===== src/rtl/vga_pkg.sv =====
// Shared VGA definitions: state codes, display modes and
// bus timing defaults used by both the VGA block and its masters.
package vga_pkg;

  localparam int RD_HOLD_DEF = 4;
  localparam int WR_HOLD_DEF = 6;
  localparam int RECOVER_DEF = 2;

  typedef enum logic [1:0] {
    MODE_TEXT    = 2'd0,
    MODE_320X200 = 2'd1,
    MODE_320X400 = 2'd2,
    MODE_640X200 = 2'd3
  } vga_mode_e;

  localparam logic [1:0] ST_IDLE = 2'd0;
  localparam logic [1:0] ST_REQ  = 2'd1;
  localparam logic [1:0] ST_XFER = 2'd2;
  localparam logic [1:0] ST_DONE = 2'd3;

  localparam logic [2:0] PH_IDLE  = 3'd0;
  localparam logic [2:0] PH_SETUP = 3'd1;
  localparam logic [2:0] PH_RD    = 3'd2;
  localparam logic [2:0] PH_WR    = 3'd3;
  localparam logic [2:0] PH_REC   = 3'd4;

endpackage


===== src/rtl/vga_blit_master_if.sv =====
// VGA memory port plus HOLD/HLDA request pair, as seen
// by a bus initiator (master) and the VGA/arbiter side (slave).
interface vga_blit_master_if #(
  parameter int ADDR_W = 17
);

  logic              bus_req;
  logic              bus_gnt;
  logic              _vga_mem;
  logic [ADDR_W-1:0] bus_addr;
  logic              _rd;
  logic              _wr;
  logic              _bhe;
  logic              rdy;
  logic [15:0]       data_in;
  logic [15:0]       data_out;
  logic              data_oe;

  modport master (
    output bus_req, _vga_mem, bus_addr,
    output _rd, _wr, _bhe, data_out, data_oe,
    input  bus_gnt, rdy, data_in
  );

  modport slave (
    input  bus_req, _vga_mem, bus_addr,
    input  _rd, _wr, _bhe, data_out, data_oe,
    output bus_gnt, rdy, data_in
  );

endinterface


===== src/rtl/vga_bus_access.sv =====
// One VGA word access: SETUP, strobe held until rdy has been
// stable long enough, then RECOVER idle cycles to re-arm the slave.
module vga_bus_access
  import vga_pkg::*;
#(
  parameter int ADDR_W  = 17,
  parameter int RD_HOLD = RD_HOLD_DEF,
  parameter int WR_HOLD = WR_HOLD_DEF,
  parameter int RECOVER = RECOVER_DEF
) (
  input  logic              clock,
  input  logic              reset,
  input  logic              go,
  input  logic              go_rd,
  input  logic [ADDR_W-1:0] go_addr,
  input  logic [15:0]       go_wdata,
  input  logic              rdy,
  input  logic [15:0]       data_in,
  output logic              wr_fin,
  output logic              fin,
  output logic [15:0]       rdata,
  output logic              vga_mem_n,
  output logic              rd_n,
  output logic              wr_n,
  output logic              bhe_n,
  output logic [ADDR_W-1:0] addr,
  output logic [15:0]       wdata,
  output logic              data_oe
);

  localparam logic [7:0] RD_T  = 8'(RD_HOLD - 1);
  localparam logic [7:0] WR_T  = 8'(WR_HOLD - 1);
  localparam logic [7:0] REC_T = 8'(RECOVER - 1);
  localparam logic [ADDR_W-1:0] EVEN = ~ADDR_W'(1);

  logic [2:0] ph;
  logic [1:0] rdy_q;
  logic       rdy_s;
  logic       is_rd;
  logic [7:0] cnt;
  logic [7:0] rec_cnt;
  logic       oe_rec;
  logic       rd_hit;
  logic       take;
  logic       in_acc;

  assign rdy_s  = rdy_q[1];
  assign rd_hit = (ph == PH_RD) && rdy_s && (cnt == RD_T);
  assign wr_fin = (ph == PH_WR) && rdy_s && (cnt == WR_T);
  assign fin    = (ph == PH_REC) && (rec_cnt == REC_T);
  assign take   = go && ((ph == PH_IDLE) || fin);

  assign in_acc = (ph == PH_SETUP) || (ph == PH_RD)
               || (ph == PH_WR);

  assign vga_mem_n = !in_acc;
  assign bhe_n     = !in_acc;
  assign rd_n      = !(ph == PH_RD);
  assign wr_n      = !(ph == PH_WR);
  assign data_oe   = ((ph == PH_SETUP) && !is_rd)
                  || (ph == PH_WR) || oe_rec;

  // rdy comes from the VGA clock domain: two-flop sync
  always_ff @(posedge clock) begin
    if (reset) rdy_q <= 2'b00;
    else       rdy_q <= {rdy_q[0], rdy};
  end

  // access phase sequencing and hold counter
  always_ff @(posedge clock) begin
    if (reset) begin
      ph      <= PH_IDLE;
      is_rd   <= 1'b0;
      cnt     <= 8'd0;
      rec_cnt <= 8'd0;
      oe_rec  <= 1'b0;
      addr    <= '0;
      wdata   <= '0;
      rdata   <= '0;
    end else begin
      oe_rec <= wr_fin;
      if (take) begin
        addr  <= go_addr & EVEN;
        wdata <= go_wdata;
        is_rd <= go_rd;
      end
      unique case (ph)
        PH_IDLE: begin
          if (go) ph <= PH_SETUP;
        end
        PH_SETUP: begin
          cnt <= 8'd0;
          ph  <= is_rd ? PH_RD : PH_WR;
        end
        PH_RD: begin
          if (rd_hit) begin
            rdata   <= data_in;
            rec_cnt <= 8'd0;
            ph      <= PH_REC;
          end else begin
            cnt <= rdy_s ? cnt + 8'd1 : 8'd0;
          end
        end
        PH_WR: begin
          if (wr_fin) begin
            rec_cnt <= 8'd0;
            ph      <= PH_REC;
          end else begin
            cnt <= rdy_s ? cnt + 8'd1 : 8'd0;
          end
        end
        PH_REC: begin
          if (fin) ph <= go ? PH_SETUP : PH_IDLE;
          else     rec_cnt <= rec_cnt + 8'd1;
        end
        default: ph <= PH_IDLE;
      endcase
    end
  end

endmodule


===== src/rtl/vga_blit_master.sv =====
// Fill/copy engine mastering the VGA memory port: owns operands,
// word count and bus request; vga_bus_access runs each access.
module vga_blit_master
  import vga_pkg::*;
#(
  parameter int ADDR_W  = 17,
  parameter int LEN_W   = 16,
  parameter int RD_HOLD = RD_HOLD_DEF,
  parameter int WR_HOLD = WR_HOLD_DEF,
  parameter int RECOVER = RECOVER_DEF
) (
  input  logic              clock,
  input  logic              reset,
  input  logic              start,
  input  logic              copy_mode,
  input  logic [ADDR_W-1:0] src_addr,
  input  logic [ADDR_W-1:0] dst_addr,
  input  logic [LEN_W-1:0]  len,
  input  logic [15:0]       fill_val,
  input  logic              abort,
  output logic              busy,
  output logic              done,
  vga_blit_master_if.master bus
);

  localparam logic [ADDR_W-1:0] EVEN = ~ADDR_W'(1);
  localparam logic [ADDR_W-1:0] STEP = ADDR_W'(2);

  logic [1:0]        state;
  logic [1:0]        gnt_q;
  logic              gnt_s;
  logic              req;
  logic              copy_l;
  logic              abort_l;
  logic              pend_wr;
  logic [ADDR_W-1:0] src;
  logic [ADDR_W-1:0] dst;
  logic [LEN_W-1:0]  remain;
  logic [15:0]       fill_l;

  logic              go;
  logic              go_rd;
  logic [ADDR_W-1:0] go_addr;
  logic              wr_fin;
  logic              fin;
  logic [15:0]       rdata;

  assign gnt_s       = gnt_q[1];
  assign bus.bus_req = req;

  vga_bus_access #(
    .ADDR_W  (ADDR_W),
    .RD_HOLD (RD_HOLD),
    .WR_HOLD (WR_HOLD),
    .RECOVER (RECOVER)
  ) u_acc (
    .clock     (clock),
    .reset     (reset),
    .go        (go),
    .go_rd     (go_rd),
    .go_addr   (go_addr),
    .go_wdata  (copy_l ? rdata : fill_l),
    .rdy       (bus.rdy),
    .data_in   (bus.data_in),
    .wr_fin    (wr_fin),
    .fin       (fin),
    .rdata     (rdata),
    .vga_mem_n (bus._vga_mem),
    .rd_n      (bus._rd),
    .wr_n      (bus._wr),
    .bhe_n     (bus._bhe),
    .addr      (bus.bus_addr),
    .wdata     (bus.data_out),
    .data_oe   (bus.data_oe)
  );

  // next access launch: pending copy write always goes first
  always_comb begin
    go      = 1'b0;
    go_rd   = 1'b0;
    go_addr = dst;
    unique case (state)
      ST_REQ: begin
        if (gnt_s && !abort_l) begin
          go      = 1'b1;
          go_rd   = copy_l;
          go_addr = copy_l ? src : dst;
        end
      end
      ST_XFER: begin
        if (fin) begin
          if (pend_wr) begin
            go = 1'b1;
          end else if (remain != '0 && !abort_l && gnt_s) begin
            go      = 1'b1;
            go_rd   = copy_l;
            go_addr = copy_l ? src : dst;
          end
        end
      end
      default: ;
    endcase
  end

  // HLDA is asynchronous: two-flop sync
  always_ff @(posedge clock) begin
    if (reset) gnt_q <= 2'b00;
    else       gnt_q <= {gnt_q[0], bus.bus_gnt};
  end

  // transfer control, operands and word count
  always_ff @(posedge clock) begin
    if (reset) begin
      state   <= ST_IDLE;
      busy    <= 1'b0;
      done    <= 1'b0;
      req     <= 1'b0;
      copy_l  <= 1'b0;
      abort_l <= 1'b0;
      pend_wr <= 1'b0;
      src     <= '0;
      dst     <= '0;
      remain  <= '0;
      fill_l  <= '0;
    end else begin
      done <= 1'b0;
      if (go) pend_wr <= go_rd;
      if (busy && abort) abort_l <= 1'b1;
      unique case (state)
        ST_IDLE: begin
          abort_l <= 1'b0;
          if (start) begin
            if (len != '0) begin
              copy_l <= copy_mode;
              src    <= src_addr & EVEN;
              dst    <= dst_addr & EVEN;
              remain <= len;
              fill_l <= fill_val;
              busy   <= 1'b1;
              req    <= 1'b1;
              state  <= ST_REQ;
            end else begin
              done <= 1'b1;
            end
          end
        end
        ST_REQ: begin
          if (abort_l)    state <= ST_DONE;
          else if (gnt_s) state <= ST_XFER;
        end
        ST_XFER: begin
          if (wr_fin) begin
            remain <= remain - LEN_W'(1);
            src    <= src + STEP;
            dst    <= dst + STEP;
          end
          if (fin && !pend_wr && !go) begin
            state <= (remain == '0 || abort_l)
                   ? ST_DONE : ST_REQ;
          end
        end
        ST_DONE: begin
          req     <= 1'b0;
          busy    <= 1'b0;
          done    <= 1'b1;
          abort_l <= 1'b0;
          state   <= ST_IDLE;
        end
        default: state <= ST_IDLE;
      endcase
    end
  end

endmodule


===== src/flat_wrapper.sv =====
// flat-port wrapper written by rule: the top's interface ports become plain ports
module vga_blit_master_flat import vga_pkg::*;
#(
  parameter int ADDR_W  = 17,
  parameter int LEN_W   = 16,
  parameter int RD_HOLD = RD_HOLD_DEF,
  parameter int WR_HOLD = WR_HOLD_DEF,
  parameter int RECOVER = RECOVER_DEF
)
  (clock, reset, start, copy_mode, src_addr, dst_addr, len, fill_val, abort, busy, done, bus_bus_req, bus__vga_mem, bus_bus_addr, bus__rd, bus__wr, bus__bhe, bus_data_out, bus_data_oe, bus_bus_gnt, bus_rdy, bus_data_in);
  vga_blit_master_if #(.ADDR_W(ADDR_W)) bus_i ();
  input  logic clock;
  input  logic reset;
  input  logic start;
  input  logic copy_mode;
  input  logic [ADDR_W-1:0] src_addr;
  input  logic [ADDR_W-1:0] dst_addr;
  input  logic [LEN_W-1:0] len;
  input  logic [15:0] fill_val;
  input  logic abort;
  output logic busy;
  output logic done;
  output wire logic [$bits(bus_i.bus_req)-1:0] bus_bus_req;
  output wire logic [$bits(bus_i._vga_mem)-1:0] bus__vga_mem;
  output wire logic [$bits(bus_i.bus_addr)-1:0] bus_bus_addr;
  output wire logic [$bits(bus_i._rd)-1:0] bus__rd;
  output wire logic [$bits(bus_i._wr)-1:0] bus__wr;
  output wire logic [$bits(bus_i._bhe)-1:0] bus__bhe;
  output wire logic [$bits(bus_i.data_out)-1:0] bus_data_out;
  output wire logic [$bits(bus_i.data_oe)-1:0] bus_data_oe;
  input wire logic [$bits(bus_i.bus_gnt)-1:0] bus_bus_gnt;
  input wire logic [$bits(bus_i.rdy)-1:0] bus_rdy;
  input wire logic [$bits(bus_i.data_in)-1:0] bus_data_in;
  assign bus_bus_req = bus_i.bus_req;
  assign bus__vga_mem = bus_i._vga_mem;
  assign bus_bus_addr = bus_i.bus_addr;
  assign bus__rd = bus_i._rd;
  assign bus__wr = bus_i._wr;
  assign bus__bhe = bus_i._bhe;
  assign bus_data_out = bus_i.data_out;
  assign bus_data_oe = bus_i.data_oe;
  assign bus_i.bus_gnt = bus_bus_gnt;
  assign bus_i.rdy = bus_rdy;
  assign bus_i.data_in = bus_data_in;
  vga_blit_master #(.ADDR_W(ADDR_W), .LEN_W(LEN_W), .RD_HOLD(RD_HOLD), .WR_HOLD(WR_HOLD), .RECOVER(RECOVER)) u_core (.clock(clock), .reset(reset), .start(start), .copy_mode(copy_mode), .src_addr(src_addr), .dst_addr(dst_addr), .len(len), .fill_val(fill_val), .abort(abort), .busy(busy), .done(done), .bus(bus_i));
endmodule

===== config.mk =====
export PLATFORM = sky130hd
export DESIGN_NAME = vga_blit_master_flat
export DESIGN_NICKNAME = d
export VERILOG_FILES = /design/src/rtl/vga_pkg.sv /design/src/rtl/vga_blit_master_if.sv /design/src/rtl/vga_bus_access.sv /design/src/rtl/vga_blit_master.sv /design/src/flat_wrapper.sv
export SDC_FILE = /design/constraint.sdc
export NUM_CORES = 1
export LEC_CHECK = 0
export CAP_MARGIN = 20
export CORE_MARGIN = 3
export CORE_UTILIZATION = 45
export CTS_CLUSTER_SIZE = 14
export DETAILED_ROUTE_END_ITERATION = 10
export PLACE_DENSITY = 0.7
export SLEW_MARGIN = 5
export SYNTH_ARGS = -nofsm -noshare
export SYNTH_HDL_FRONTEND = slang
export SYNTH_HIERARCHICAL = 1
export SYNTH_SLANG_ARGS = --single-unit
export TNS_END_PERCENT = 50

===== constraint.sdc =====
create_clock -name clock -period 6.6 [get_ports clock]
set_clock_uncertainty 0.05 [all_clocks]
set_input_delay 1.32 -clock clock [delete_from_list [all_inputs] [get_ports clock]]
set_output_delay 1.32 -clock clock [all_outputs]
set_load 0.01 [all_outputs]

==> results of run 1 <==
## metrics by stage
step / total power [mW] / worst slack, ns
finish: 3.178 / 2.773
global route: 3.389 / 2.558
CTS: 3.192 / 2.821
detailed placement: 2.186 / 2.396
global placement: 2.177 / 2.416
floorplan: 1.909 / 3.790
## final timing paths
check,start,end,slack (ns),cells past startpoint
setup / recovery,len[9],u_core/src[9],2.77,7
hold / removal,u_core/u_acc/rdy_q[0],u_core/u_acc/rdy_q[1],0.38,1
setup reg to reg,u_core/state[0],u_core/u_acc/addr[9],3.12,9
hold reg to reg,u_core/u_acc/rdy_q[0],u_core/u_acc/rdy_q[1],0.38,1
## power breakdown
part	switching, mW	total [mW]	leakage [nW]	internal, mW
logic	0.585	0.996	1.98	0.410
registers	0.180	1.19	1.17	1.01
clock network	0.359	0.997	0.296	0.638
total	1.12	3.18	3.45	2.05
## flip-flops by register name, indices dropped and copies added, names as in the netlist
register	count
u_core/abort_l	1
u_core/bus.bus_req	1
u_core/copy_l	1
u_core/done	1
u_core/dst	16
u_core/fill_l	16
u_core/gnt_q	2
u_core/pend_wr	1
u_core/remain	16
u_core/src	16
u_core/state	2
u_core/u_acc/addr	16
u_core/u_acc/cnt	8
u_core/u_acc/is_rd	1
u_core/u_acc/oe_rec	1
u_core/u_acc/ph	3
u_core/u_acc/rdata	16
u_core/u_acc/rdy_q	2
u_core/u_acc/rec_cnt	8
u_core/u_acc/wdata	16
## layout make-up
cell class / instances / area (um2)
Sequential cell: 144 / 2883
Multi-Input combinational cell: 694 / 4481
Clock inverter: 11 / 163.9
Tap cell: 220 / 275.3
Inverter: 17 / 63.81
Clock buffer: 20 / 446.7
Timing Repair Buffer: 134 / 1325
Fill cell: 1548 / 7063
## layer usage
metal | GRT usage (%) | part of all wire, % | up-vias
met5 | 0 | 0 | -
met4 | 5.266 | 0.94 | 0
met3 | 4.191 | 6.5 | 15
met2 | 31.66 | 44 | 199
met1 | 30.08 | 49 | 3233
li1 | - | - | 3511
## worst max-delay path, cell delays in order
cell and delay (ns):
clkdlybuf4s50_1 0.51, nor4_1 0.09, a41oi_1 0.57, o21a_2 0.82
buf_4 0.34, nor2_1 0.07, a2111oi_2 0.32
==> impl_metrics.env, run 1 <==
export IMPL_status="finished clean"
export IMPL_io_buffers=126
export IMPL_synth_fp_nets=1022
export IMPL_core_area_mm2=0.01670
export IMPL_routed_via_density=5.611
export IMPL_drt_iter0_markers=415
export IMPL_arrival_ns=4.09
export IMPL_rsz0062_at_grt="no"
export IMPL_fin_area_mm2=0.009638
export IMPL_cts_setup_buffers=0
export IMPL_worstHoldPathType="reg2reg"
export IMPL_cts_resized=0
export IMPL_final_nets=1108
export IMPL_wl_um=19530
export IMPL_critPathMaxFanout=48
export IMPL_start_util_pct=46.20
export IMPL_worstSetupEndpointType="flop"
export IMPL_antenna_found_initial=0
export IMPL_dp_hpwl_um=12910
export IMPL_root_buffer="clkbuf_16"
export IMPL_finalSetupViolCount=0
export IMPL_fmax_mhz=261.3
export IMPL_grt_pass1_vias=6416
export IMPL_timing_final_max_slew_violations=0
export IMPL_rows=47
export IMPL_final_common_cell="dfxtp_1"
export IMPL_netlist_area_mm2=0.007716
export IMPL_worstMarginPinSlew_ns=1.056
export IMPL_crit_type="in2reg"
export IMPL_cap_violations=0
export IMPL_clock_sinks=144
export IMPL_cts_htree_levels=4
export IMPL_final_core_util_pct=57.71
export IMPL_cts_tree="built"
export IMPL_ys_warn_count=6
export IMPL_fin_setup_tns_ns=0
export IMPL_fin_cells=1240
export IMPL_worstSetupStartpointType="primary input"
export IMPL_die_h_um=136.9
export IMPL_finalHoldViolations=0
export IMPL_cts_hold_buf=0
export IMPL_cts_inserted_buffers=17
export IMPL_dp_cells=1208
export IMPL_p_leak_nw=3.451
export IMPL_grt_max_degree=113
export IMPL_hold_ws_ns=0.3832
export IMPL_num_io_pins=130
export IMPL_postRouteAntennaNets=0
export IMPL_globalRouteOverflowTotal=0
export IMPL_layout_common_cells="dfxtp_1 (144), clkdlybuf4s50_1 (125), nand2_1 (93)"
export IMPL_vias=6958
export IMPL_placedInstanceArea_mm2=0.009014
export IMPL_drt_wirelength_per_cell_um=15.75
export IMPL_syn_to_final_growth_pct=24.91
export IMPL_die_w_um=136.9
export IMPL_fp_dieArea_mm2=0.01875
export IMPL_n_antenna_cell=0
export IMPL_synth_area_per_cell_um2=8.369
export IMPL_slew_headroom_pct=29.57
export IMPL_syn_inst=922
export IMPL_period_share_pct=57.99
export IMPL_fin_crit_ns=3.827
export IMPL_drive_gt1_share_pct=7.843
export IMPL_gp_congestion=0.8436
export IMPL_grt_usage_pct=20.79
export IMPL_grt_pass1_wl_um=31820
export IMPL_cts_max_path_buffers=2
export IMPL_path_clk_slew_ns=0.06
export IMPL_powerDensity_mw_per_mm2=329.8
export IMPL_required_ns=6.86
export IMPL_drc_errors=0
export IMPL_firstDrtPassIters=5
export IMPL_insertion_delay_ns=0.41
export IMPL_peakVddDrop_mv=0.2172
Power figures use the tool's default switching activity.
==> run 2, diff against run 1 <==
PLACE_DENSITY = 0.73   (was 0.7)
clock period = 3.5 ns   (was 6.6 ns; I/O delays follow)
==> run 2 against run 1 <==
Against the previous run: cell area rose by 0.96%; worst hold slack improved by 0.0061 ns; sequential power rose by 87%; clock power rose by 88%; combinational power rose by 97%; die area did not move; critical path depth rose by 3; utilization rose by 0.55 points; power rose by 90%; count of clock-buffer cells in the layout fell by 3; sequential share of layout area fell by 0.28 points; critical endpoint is now u_core/dst[1]; largest cell class unchanged.
==> impl_metrics.env, run 2 (same netlist as run 1, synthesis figures left out) <==
export IMPL_p_int_mw=3.840
export IMPL_grt_pass1_wl_um=31510
export IMPL_final_common_cell="dfxtp_1"
export IMPL_drive_gt1_share_pct=9.020
export IMPL_postRouteAntennaNets=0
export IMPL_cap_violations=0
export IMPL_multi_input_area_mm2=0.004481
export IMPL_netSwitchingPower_mw=2.209
export IMPL_period_share_pct=83.71
export IMPL_cts_resized=0
export IMPL_worstHoldPathType="reg2reg"
export IMPL_grt_usage_pct=20.59
export IMPL_p_seq_share_pct=36.7
export IMPL_clock_sinks=144
export IMPL_cts_inserted_buffers=17
export IMPL_io_buffers=126
export IMPL_cts_tree="built"
export IMPL_cts_hold_buf=0
export IMPL_n_antenna_cell=0
export IMPL_r2r_slack_ns=0.57
export IMPL_register_area_mm2=0.002883
export IMPL_fp_dieArea_mm2=0.01875
export IMPL_worstSetupStartpointType="flop"
export IMPL_final_nets=1118
export IMPL_worstMarginPinSlew_ns=0.8275
export IMPL_die_h_um=136.9
export IMPL_worstSetupEndpointType="flop"
export IMPL_grt_max_degree=88
export IMPL_status="finished clean"
export IMPL_slew_headroom_pct=44.83
export IMPL_insertion_delay_ns=0.42
export IMPL_globalRouteOverflowTotal=0
export IMPL_drc_errors=0
export IMPL_drt_wirelength_per_cell_um=15.60
export IMPL_rsz0062_at_grt="no"
export IMPL_p_sw_share_pct=36.51
export IMPL_fin_crit_ns=2.930
export IMPL_critPathMaxFanout=41
export IMPL_layout_common_cells="dfxtp_1 (144), clkdlybuf4s50_1 (125), nand2_1 (93)"
export IMPL_arrival_ns=3.21
export IMPL_fin_setup_tns_ns=0
export IMPL_crit_type="reg2reg"
export IMPL_grt_pass1_vias=6438
export IMPL_final_core_util_pct=58.26
export IMPL_root_buffer="clkbuf_16"
export IMPL_antenna_found_initial=0
export IMPL_fmax_mhz=341.3
export IMPL_syn_to_final_growth_pct=26.11
export IMPL_firstDrtPassIters=5
export IMPL_wl_um=19510
export IMPL_drt_iter0_markers=560
export IMPL_num_io_pins=130
export IMPL_path_clk_slew_ns=0.07
export IMPL_p_comb_share_pct=32.5
export IMPL_vias=7061
export IMPL_p_leak_nw=3.499
export IMPL_cts_max_path_buffers=2
export IMPL_die_w_um=136.9
export IMPL_start_util_pct=46.20
export IMPL_rows=47
export IMPL_finalHoldViolations=0
export IMPL_timing_final_max_slew_violations=0
export IMPL_powerDensity_mw_per_mm2=621.7
export IMPL_routed_via_density=5.644
export IMPL_dp_hpwl_um=13080
export IMPL_clkPwrFrac_pct=30.9
export IMPL_peakVddDrop_mv=0.3746
export IMPL_finalSetupViolCount=0
export IMPL_gp_congestion=0.8736
export IMPL_cts_htree_levels=4
export IMPL_fill_cells=1531
export IMPL_cts_setup_buffers=0
export IMPL_core_area_mm2=0.01670
export IMPL_required_ns=3.78
## run 2: cell types whose count changed in the layout (fill, tap and decap cells not counted), sizes merged
cell      before  now
inv           17   20
clkinvlp       2    3
buf            8   19
clkbuf        21   17
bufinv         4    3
clkinv         5    6
## run 2: path summary, 6_finish.rpt
| path | depth (start not counted) | endpoint | startpoint |
|---|---|---|---|
| worst min-delay path | 1 | u_core/u_acc/rdy_q[1] | u_core/u_acc/rdy_q[0] |
| worst min register to register | 1 | u_core/u_acc/rdy_q[1] | u_core/u_acc/rdy_q[0] |
| worst max register to register | 10 | u_core/dst[1] | u_core/u_acc/cnt[3] |
| worst max-delay path | 10 | u_core/dst[1] | u_core/u_acc/cnt[3] |
## run 2: through the flow
| step | hold WS, ns | cell area (um2) | power, mW | setup WS, ns | std cells |
|---|---|---|---|---|---|
| detailed placement | 0.3778 | 9121 | 4.179 | 0.3614 | 1219 |
| finish | 0.3893 | 9731 | 6.049 | 0.5701 | 1251 |
| CTS | 0.3898 | 9731 | 6.060 | 0.6145 | 1251 |
| global placement | 0.3719 | 9121 | 4.151 | 0.3833 | 1219 |
| global route | 0.3948 | 9731 | 6.405 | 0.3629 | 1251 |
| floorplan | 0.3638 | 7716 | 3.600 | 0.8125 | 922 |
## run 2: layer usage
layer | track usage [%] | wire [um]
met5 | 0 | 0
met4 | 6.375 | 272
met3 | 3.750 | 1111
met2 | 31.61 | 8554
met1 | 29.34 | 9571
## run 2: critical path, stage by stage (launching register included)
cell and delay (ns):
dfxtp_1 0.36, nor4_1 0.32, buf_4 0.20, nand2_1 0.07
nor3_1 0.28, nand2_1 0.09, o21ai_1 0.13, o21a_2 0.72
buf_4 0.30, a21oi_1 0.08, a311oi_1 0.23
## run 2: cell type report
type / count / share of cell area (%)
repair buffers: 144 / 14.58
multi-input cells: 694 / 46.05
flip-flops and latches: 144 / 29.63
clock buffers: 17 / 4.372
well taps: 220 / 2.829
clock inverters: 15 / 1.890
inverters: 17 / 0.6558
## run 2: power by group through the flow
stage               sequential, mW  combinational (mW)  clock (mW)
floorplan                     2.13                1.47           0
detailed placement            2.23                1.94           0
global route                  2.25                2.18        1.97
CTS                           2.20                1.95        1.90
global placement              2.23                1.92           0
finish                        2.22                1.96        1.87
